===== src/rtl/fpnew_pkg.sv =====
// FP format descriptors, class-info layout and generator types shared by the
// special-value generator and its pattern builder.
package fpnew_pkg;

    localparam int unsigned FP_FORMAT_BITS = 3;
    localparam int unsigned NUM_FP_FORMATS = 5;

    typedef enum logic [FP_FORMAT_BITS-1:0] {
        FP32    = 3'd0,
        FP64    = 3'd1,
        FP16    = 3'd2,
        FP8     = 3'd3,
        FP16ALT = 3'd4
    } fp_format_e;

    typedef struct packed {
        int unsigned exp_w;
        int unsigned man_w;
    } fp_encoding_t;

    localparam fp_encoding_t [0:NUM_FP_FORMATS-1] FP_ENCODINGS = '{
        '{exp_w: 8,  man_w: 23},
        '{exp_w: 11, man_w: 52},
        '{exp_w: 5,  man_w: 10},
        '{exp_w: 5,  man_w: 2},
        '{exp_w: 8,  man_w: 7}
    };

    typedef struct packed {
        logic normal;
        logic subnormal;
        logic zero;
        logic inf;
        logic nan;
        logic snan;
        logic qnan;
        logic boxed;
    } classinfo_t;

    typedef enum logic [2:0] {
        SC_ZERO     = 3'd0,
        SC_SUB_MIN  = 3'd1,
        SC_SUB_MAX  = 3'd2,
        SC_NORM_MIN = 3'd3,
        SC_NORM_MAX = 3'd4,
        SC_INF      = 3'd5,
        SC_QNAN     = 3'd6,
        SC_SNAN     = 3'd7
    } special_class_e;

    typedef enum logic [0:0] {
        GEN_IDLE  = 1'b0,
        GEN_SWEEP = 1'b1
    } gen_state_e;

    // Unknown format codes yield zero-width fields; callers gate with fmt_err.
    function automatic int unsigned exp_bits(input logic [FP_FORMAT_BITS-1:0] fmt);
        int unsigned r;
        r = 0;
        for (int unsigned i = 0; i < NUM_FP_FORMATS; i++) begin
            if (fmt == FP_FORMAT_BITS'(i)) r = FP_ENCODINGS[i].exp_w;
        end
        return r;
    endfunction

    function automatic int unsigned man_bits(input logic [FP_FORMAT_BITS-1:0] fmt);
        int unsigned r;
        r = 0;
        for (int unsigned i = 0; i < NUM_FP_FORMATS; i++) begin
            if (fmt == FP_FORMAT_BITS'(i)) r = FP_ENCODINGS[i].man_w;
        end
        return r;
    endfunction

    function automatic int unsigned fp_width(input logic [FP_FORMAT_BITS-1:0] fmt);
        return 1 + exp_bits(fmt) + man_bits(fmt);
    endfunction

endpackage


===== src/rtl/fpnew_special_pattern.sv =====
// Combinational builder: format/class/sign/box -> NaN-boxed bit pattern and
// the class-info word a classifier should report for it.
module fpnew_special_pattern
    import fpnew_pkg::*;
#(
    parameter int unsigned FLEN     = 64,
    parameter int unsigned FMT_BITS = 3
) (
    input  logic [FMT_BITS-1:0] fmt_i,
    input  logic [2:0]          class_i,
    input  logic                sign_i,
    input  logic                box_i,
    output logic [FLEN-1:0]     value_c,
    output logic [7:0]          info_c,
    output logic                fmt_err_c
);

    localparam int unsigned WW = 7;

    logic            fmt_ok;
    logic [WW-1:0]   exp_w;
    logic [WW-1:0]   man_w;
    logic [WW-1:0]   fmt_w;
    logic [FLEN-1:0] exp_ones;
    logic [FLEN-1:0] man_ones;
    logic [FLEN-1:0] exp_f;
    logic [FLEN-1:0] man_f;
    logic [FLEN-1:0] box_f;
    logic            sgn;
    classinfo_t      info;

    always_comb begin
        fmt_ok   = 32'(fmt_i) < NUM_FP_FORMATS;
        exp_w    = WW'(exp_bits(FP_FORMAT_BITS'(fmt_i)));
        man_w    = WW'(man_bits(FP_FORMAT_BITS'(fmt_i)));
        fmt_w    = WW'(fp_width(FP_FORMAT_BITS'(fmt_i)));
        exp_ones = (FLEN'(1) << exp_w) - FLEN'(1);
        man_ones = (FLEN'(1) << man_w) - FLEN'(1);
        sgn      = sign_i;
        exp_f    = '0;
        man_f    = '0;
        info     = '0;

        case (special_class_e'(class_i))
            SC_ZERO: begin
                info.zero = 1'b1;
            end
            SC_SUB_MIN: begin
                man_f          = FLEN'(1);
                info.subnormal = 1'b1;
            end
            SC_SUB_MAX: begin
                man_f          = man_ones;
                info.subnormal = 1'b1;
            end
            SC_NORM_MIN: begin
                exp_f       = FLEN'(1);
                info.normal = 1'b1;
            end
            SC_NORM_MAX: begin
                exp_f       = exp_ones - FLEN'(1);
                man_f       = man_ones;
                info.normal = 1'b1;
            end
            SC_INF: begin
                exp_f    = exp_ones;
                info.inf = 1'b1;
            end
            // Canonical quiet NaN is always positive.
            SC_QNAN: begin
                sgn       = 1'b0;
                exp_f     = exp_ones;
                man_f     = FLEN'(1) << (man_w - WW'(1));
                info.nan  = 1'b1;
                info.qnan = 1'b1;
            end
            SC_SNAN: begin
                exp_f     = exp_ones;
                man_f     = FLEN'(1);
                info.nan  = 1'b1;
                info.snan = 1'b1;
            end
        endcase

        if (box_i && (32'(fmt_w) < FLEN)) box_f = ~FLEN'(0) << fmt_w;
        else                              box_f = '0;

        info.boxed = box_i;
        value_c    = box_f | (FLEN'(sgn) << (fmt_w - WW'(1))) | (exp_f << man_w) | man_f;
        // An unboxed narrow value reads back as the canonical NaN.
        info_c     = box_i ? 8'(info) : 8'b0000_1010;
        fmt_err_c  = !fmt_ok;

        if (!fmt_ok) begin
            value_c = '0;
            info_c  = '0;
        end
    end

endmodule


===== src/rtl/fpnew_special_gen.sv =====
// Special-value generator: request port or 16-item self-test sweep feeds one
// pattern builder, followed by a single valid/ready output register.
module fpnew_special_gen
    import fpnew_pkg::*;
#(
    parameter int unsigned FLEN     = 64,
    parameter int unsigned FMT_BITS = 3
) (
    input  logic                clk_i,
    input  logic                rst_i,
    input  logic                in_valid_i,
    output logic                in_ready_o,
    input  logic [FMT_BITS-1:0] fmt_i,
    input  logic [2:0]          class_i,
    input  logic                sign_i,
    input  logic                box_i,
    input  logic                sweep_start_i,
    output logic                out_valid_o,
    input  logic                out_ready_i,
    output logic [FLEN-1:0]     value_o,
    output logic [7:0]          info_o,
    output logic                fmt_err_o,
    output logic                sweep_busy_o,
    output logic                sweep_done_o
);

    localparam int unsigned IDX_W     = 5;
    localparam int unsigned SWEEP_LEN = 16;

    gen_state_e          state_q, state_d;
    logic [IDX_W-1:0]    idx_q, idx_d;
    logic [FMT_BITS-1:0] sweep_fmt_q, sweep_fmt_d;
    logic                out_valid_q, out_valid_d;
    logic [FLEN-1:0]     value_q, value_d;
    logic [7:0]          info_q, info_d;
    logic                fmt_err_q, fmt_err_d;

    logic                in_sweep;
    logic                stage_free;
    logic                sweep_last;
    logic                load;
    logic [FMT_BITS-1:0] pat_fmt;
    logic [2:0]          pat_class;
    logic                pat_sign;
    logic                pat_box;
    logic [FLEN-1:0]     pat_value;
    logic [7:0]          pat_info;
    logic                pat_err;

    assign in_sweep   = (state_q == GEN_SWEEP);
    assign stage_free = !out_valid_q || out_ready_i;
    // idx has advanced past the final item once all 16 have been loaded.
    assign sweep_last = (idx_q == IDX_W'(SWEEP_LEN));

    // Sweep items are always boxed and walk class then sign.
    always_comb begin
        pat_fmt   = fmt_i;
        pat_class = class_i;
        pat_sign  = sign_i;
        pat_box   = box_i;
        if (in_sweep) begin
            pat_fmt   = sweep_fmt_q;
            pat_class = idx_q[2:0];
            pat_sign  = idx_q[3];
            pat_box   = 1'b1;
        end
    end

    fpnew_special_pattern #(
        .FLEN     (FLEN),
        .FMT_BITS (FMT_BITS)
    ) u_pattern (
        .fmt_i     (pat_fmt),
        .class_i   (pat_class),
        .sign_i    (pat_sign),
        .box_i     (pat_box),
        .value_c   (pat_value),
        .info_c    (pat_info),
        .fmt_err_c (pat_err)
    );

    always_comb begin
        state_d     = state_q;
        idx_d       = idx_q;
        sweep_fmt_d = sweep_fmt_q;
        out_valid_d = out_valid_q;
        value_d     = value_q;
        info_d      = info_q;
        fmt_err_d   = fmt_err_q;
        load        = 1'b0;

        if (out_valid_q && out_ready_i) out_valid_d = 1'b0;

        case (state_q)
            GEN_IDLE: begin
                if (sweep_start_i) begin
                    state_d     = GEN_SWEEP;
                    sweep_fmt_d = fmt_i;
                    idx_d       = '0;
                end else if (in_valid_i && stage_free) begin
                    load = 1'b1;
                end
            end
            GEN_SWEEP: begin
                if (!sweep_last && stage_free) begin
                    load  = 1'b1;
                    idx_d = idx_q + IDX_W'(1);
                end else if (sweep_last && out_valid_q && out_ready_i) begin
                    state_d = GEN_IDLE;
                end
            end
            default: state_d = GEN_IDLE;
        endcase

        if (load) begin
            out_valid_d = 1'b1;
            value_d     = pat_value;
            info_d      = pat_info;
            fmt_err_d   = pat_err;
        end
    end

    always_ff @(posedge clk_i) begin
        if (rst_i) begin
            state_q     <= GEN_IDLE;
            idx_q       <= '0;
            sweep_fmt_q <= '0;
            out_valid_q <= 1'b0;
            value_q     <= '0;
            info_q      <= '0;
            fmt_err_q   <= 1'b0;
        end else begin
            state_q     <= state_d;
            idx_q       <= idx_d;
            sweep_fmt_q <= sweep_fmt_d;
            out_valid_q <= out_valid_d;
            value_q     <= value_d;
            info_q      <= info_d;
            fmt_err_q   <= fmt_err_d;
        end
    end

    assign in_ready_o   = !in_sweep && !sweep_start_i && stage_free;
    assign out_valid_o  = out_valid_q;
    assign value_o      = value_q;
    assign info_o       = info_q;
    assign fmt_err_o    = fmt_err_q;
    assign sweep_busy_o = in_sweep;
    assign sweep_done_o = !rst_i && in_sweep && sweep_last && out_valid_q && out_ready_i;

endmodule


===== config.mk =====
export PLATFORM = sky130hd
export DESIGN_NAME = fpnew_special_gen
export DESIGN_NICKNAME = d
export VERILOG_FILES = /design/src/rtl/fpnew_pkg.sv /design/src/rtl/fpnew_special_pattern.sv /design/src/rtl/fpnew_special_gen.sv
export SDC_FILE = /design/constraint.sdc
export NUM_CORES = 1
export LEC_CHECK = 0
export ABC_AREA = 1
export ABC_CLOCK_PERIOD_IN_PS = 6800
export CAP_MARGIN = 5
export CORE_MARGIN = 2
export CORE_UTILIZATION = 35
export CTS_CLUSTER_DIAMETER = 40
export CTS_CLUSTER_SIZE = 24
export DETAILED_ROUTE_END_ITERATION = 16
export PLACE_DENSITY = 0.55
export SYNTH_ARGS = -nofsm -noshare
export SYNTH_HDL_FRONTEND = slang
export SYNTH_SLANG_ARGS = --single-unit

===== constraint.sdc =====
create_clock -name clk_i -period 6.8 [get_ports clk_i]
set_input_delay 1.36 -clock clk_i [delete_from_list [all_inputs] [get_ports clk_i]]
set_output_delay 1.36 -clock clk_i [all_outputs]
set_load 0.01 [all_outputs]

==> results.cfg <==
[outcome]
outcome = completed

[die]
ioPinCount = 90
row_count = 48
coreArea_mm2 = 0.0172
die_w_um = 136
die_h_um = 136
dieArea_mm2 = 0.0185
start_util_pct = 35.5

[logic_synthesis]
synth-xor-area-share_pct = 0.963
ys_seq_area_share_pct = 27.2
yosys-top-cells-area = dfxtp_1 27%, nand2_1 20%, a21oi_1 9.6%
synth_area_leader_cell = dfxtp_1
synth_area_mm2 = 0.00610
avgSynthCellArea_um2 = 6.09
ys.flop_type = dfxtp_1
synth_top_cell_area_share_pct = 27.2
synth-seq-cells = 83
muxShareOfSynthArea_pct = 0
synth_top_family_by_area = simple AND/OR/NAND/NOR gates
yosys_warnings = 0
synth_simple_gate_area_share_pct = 38.7
synthCells = 1002
synthArstFlopShare_pct = 0
synth.distinct_cells = 49
synthAdderAreaFrac_pct = 4.22
synth_compound_area_share_pct = 19.3
synth_edf_count = 0

[cells_and_area]
drive_gt1_share_pct = 8.29
nets = 1114
final_common_cell = nand2_1
insertedDiodeCount = 0
mostFrequentLayoutCells = 329 x nand2_1, 117 x a21oi_1, 88 x clkdlybuf4s50_1, 83 x dfxtp_1
area_growth_syn_to_layout_pct = 22.8
fin_util_pct = 43.7
fin_area_mm2 = 0.00750
fillers = 1904

[detailed_routing]
drcViolationCount = 0
avgRoutedWirePerCell_um = 19.0
routed_wl_um = 24900
first_pass_iters = 6
viasPerCell = 5.43
vias = 7124
first_iter_violations = 680
ant_nets = 0

[global_route]
grt_usage_pct = 27.4
grt_pass1_vias = 6599
grt_antenna_before_repair = 0
grt_pass1_wl_um = 38200
grt-ovfl-total = 0
grt_max_degree = 79

[clocking]
clockRootBuffer = clkbuf_16
cts_tree = done
clockBufferDepth = 2
cts_sinks = 83
insertion_delay_ps = 360
postCtsSetupBuffers = 0
cts_repair_resize_count = 0
htreeDepth = 3
hold_buffers = 0
cts_buffers = 9
clkTransAtPathRegs_ps = 70

[timing]
drv_slew = 0
fmax_mhz = 202
rsz0062_at_grt = no
finalSetupViolations = 0
period_needed_ps = 4960
relSlewSlack_pct = 38.4
tightest_slew_ps = 920
fin_skew_ps = 9.37
finalHoldViolCount = 0
finalCritPeriodShare_pct = 72.9
tns_ps = 0
fin_ws_ps = 1840

[place]
place.gp.congestion = 1.03
dp_hpwl_um = 19400
port_buffers = 89
dpl_cell_area_mm2 = 0.00720
dpl_worst_slack_ps = 1610

[critical_path]
end_kind = register
rrSetupSlack_ps = 2330
required_ps = 7080
path_class = input pin to register
startpoint_type = input pin
crit_arrival_ps = 5240
worst-path-max-fanout = 22

[power]
p_leak_uw = 0.00313
ir_drop_mv = 0.131
p_per_area_mw_per_mm2 = 245
power_uw = 1840

[worst_hold_path]
hold_path_class = register to register

[run]
max_cap_violations = 0
registers in the layout, summed over array words and instances, names as in the netlist:
signal,cells
sweep_busy_o,1
value_o,64
sweep_fmt_q,3
fmt_err_o,1
info_o,8
idx_q,5
out_valid_o,1
cell type report:
type	count	area, µm²	share of cell area (%)
inverters	95	359	4.79
multi-input cells	787	3890	51.8
clock inverters	6	73.8	0.984
repair buffers	105	1010	13.4
flip-flops and latches	83	1660	22.2
clock buffers	10	229	3.05
well taps	225	282	3.75
kinds of logic after synthesis:
kind of cell / after synthesis
XOR/XNOR: 5
flip-flops: 83
AND/OR/NAND/NOR: 549
other: 1
AO/OA/AOI/OAI: 205
adder cells (fa/ha/maj): 20
buffers and inverters: 139
stage by stage:
stage                     hold WS (ps)  instances
final                              463       1311
after global routing               479       1311
after CTS                          464       1311
after detailed placement           455       1295
after global placement             453       1295
after floorplan                    444       1009
cells in the mapped netlist (2+ instances only):
cell type and count:
nand3_2 3, nand3_1 70, o211ai_1 16, or2_2 4
o2111ai_1 8, nand3b_1 2, nor2_1 80, nand4_1 17
nor4_1 3, a21oi_1 117, o21ai_0 26, nand2_1 329
inv_1 81, buf_4 7, inv_2 13, a21oi_2 3
buf_1 3, ha_1 19, nor3_1 14, a211oi_1 5
o21ai_1 11, a22oi_1 3, dfxtp_1 83, nor2_4 3
clkbuf_1 22, buf_2 10, a31oi_1 4, nand2_2 13
xnor2_1 2, o21ai_2 3, nor2_2 7, o31ai_1 3
xor2_2 2
per-layer routing:
metal  vias up  track usage (%)  routed length (µm)
li1       3465                -                   -
met1      3224             36.3               10900
met2       365             43.1               11000
met3        70             4.44                1780
met4         0             13.5                1200
met5         -                0                   0
worst max-delay path, stage by stage:
cell,delay (ps)
clkdlybuf4s50_1,460
inv_1,80
nand2_1,50
nand2_2,120
nand2_2,70
buf_4,220
ha_1,250
fa_1,420
xnor2_1,240
inv_1,90
ha_1,430
inv_1,140
nor4_1,750
nand2_1,120
nand3_1,160
o31ai_1,110
a21oi_1,150
path summary, 6_finish.rpt:
path,start,cells after the start,to
min reg2reg,value_o[23],2,value_o[23]
min,value_o[23],2,value_o[23]
max reg2reg,sweep_busy_o,21,value_o[11]
max,fmt_i[0],17,value_o[51]
power breakdown:
part / internal [µW] / switching, µW / total, µW / leakage [µW]
logic: 258 / 512 / 769 / 0.00231
clock network: 289 / 218 / 507 / 0.000141
registers: 533 / 26.7 / 560 / 0.000680
total: 1080 / 756 / 1840 / 0.00313
No activity file was read; power rests on OpenSTA's default activity.
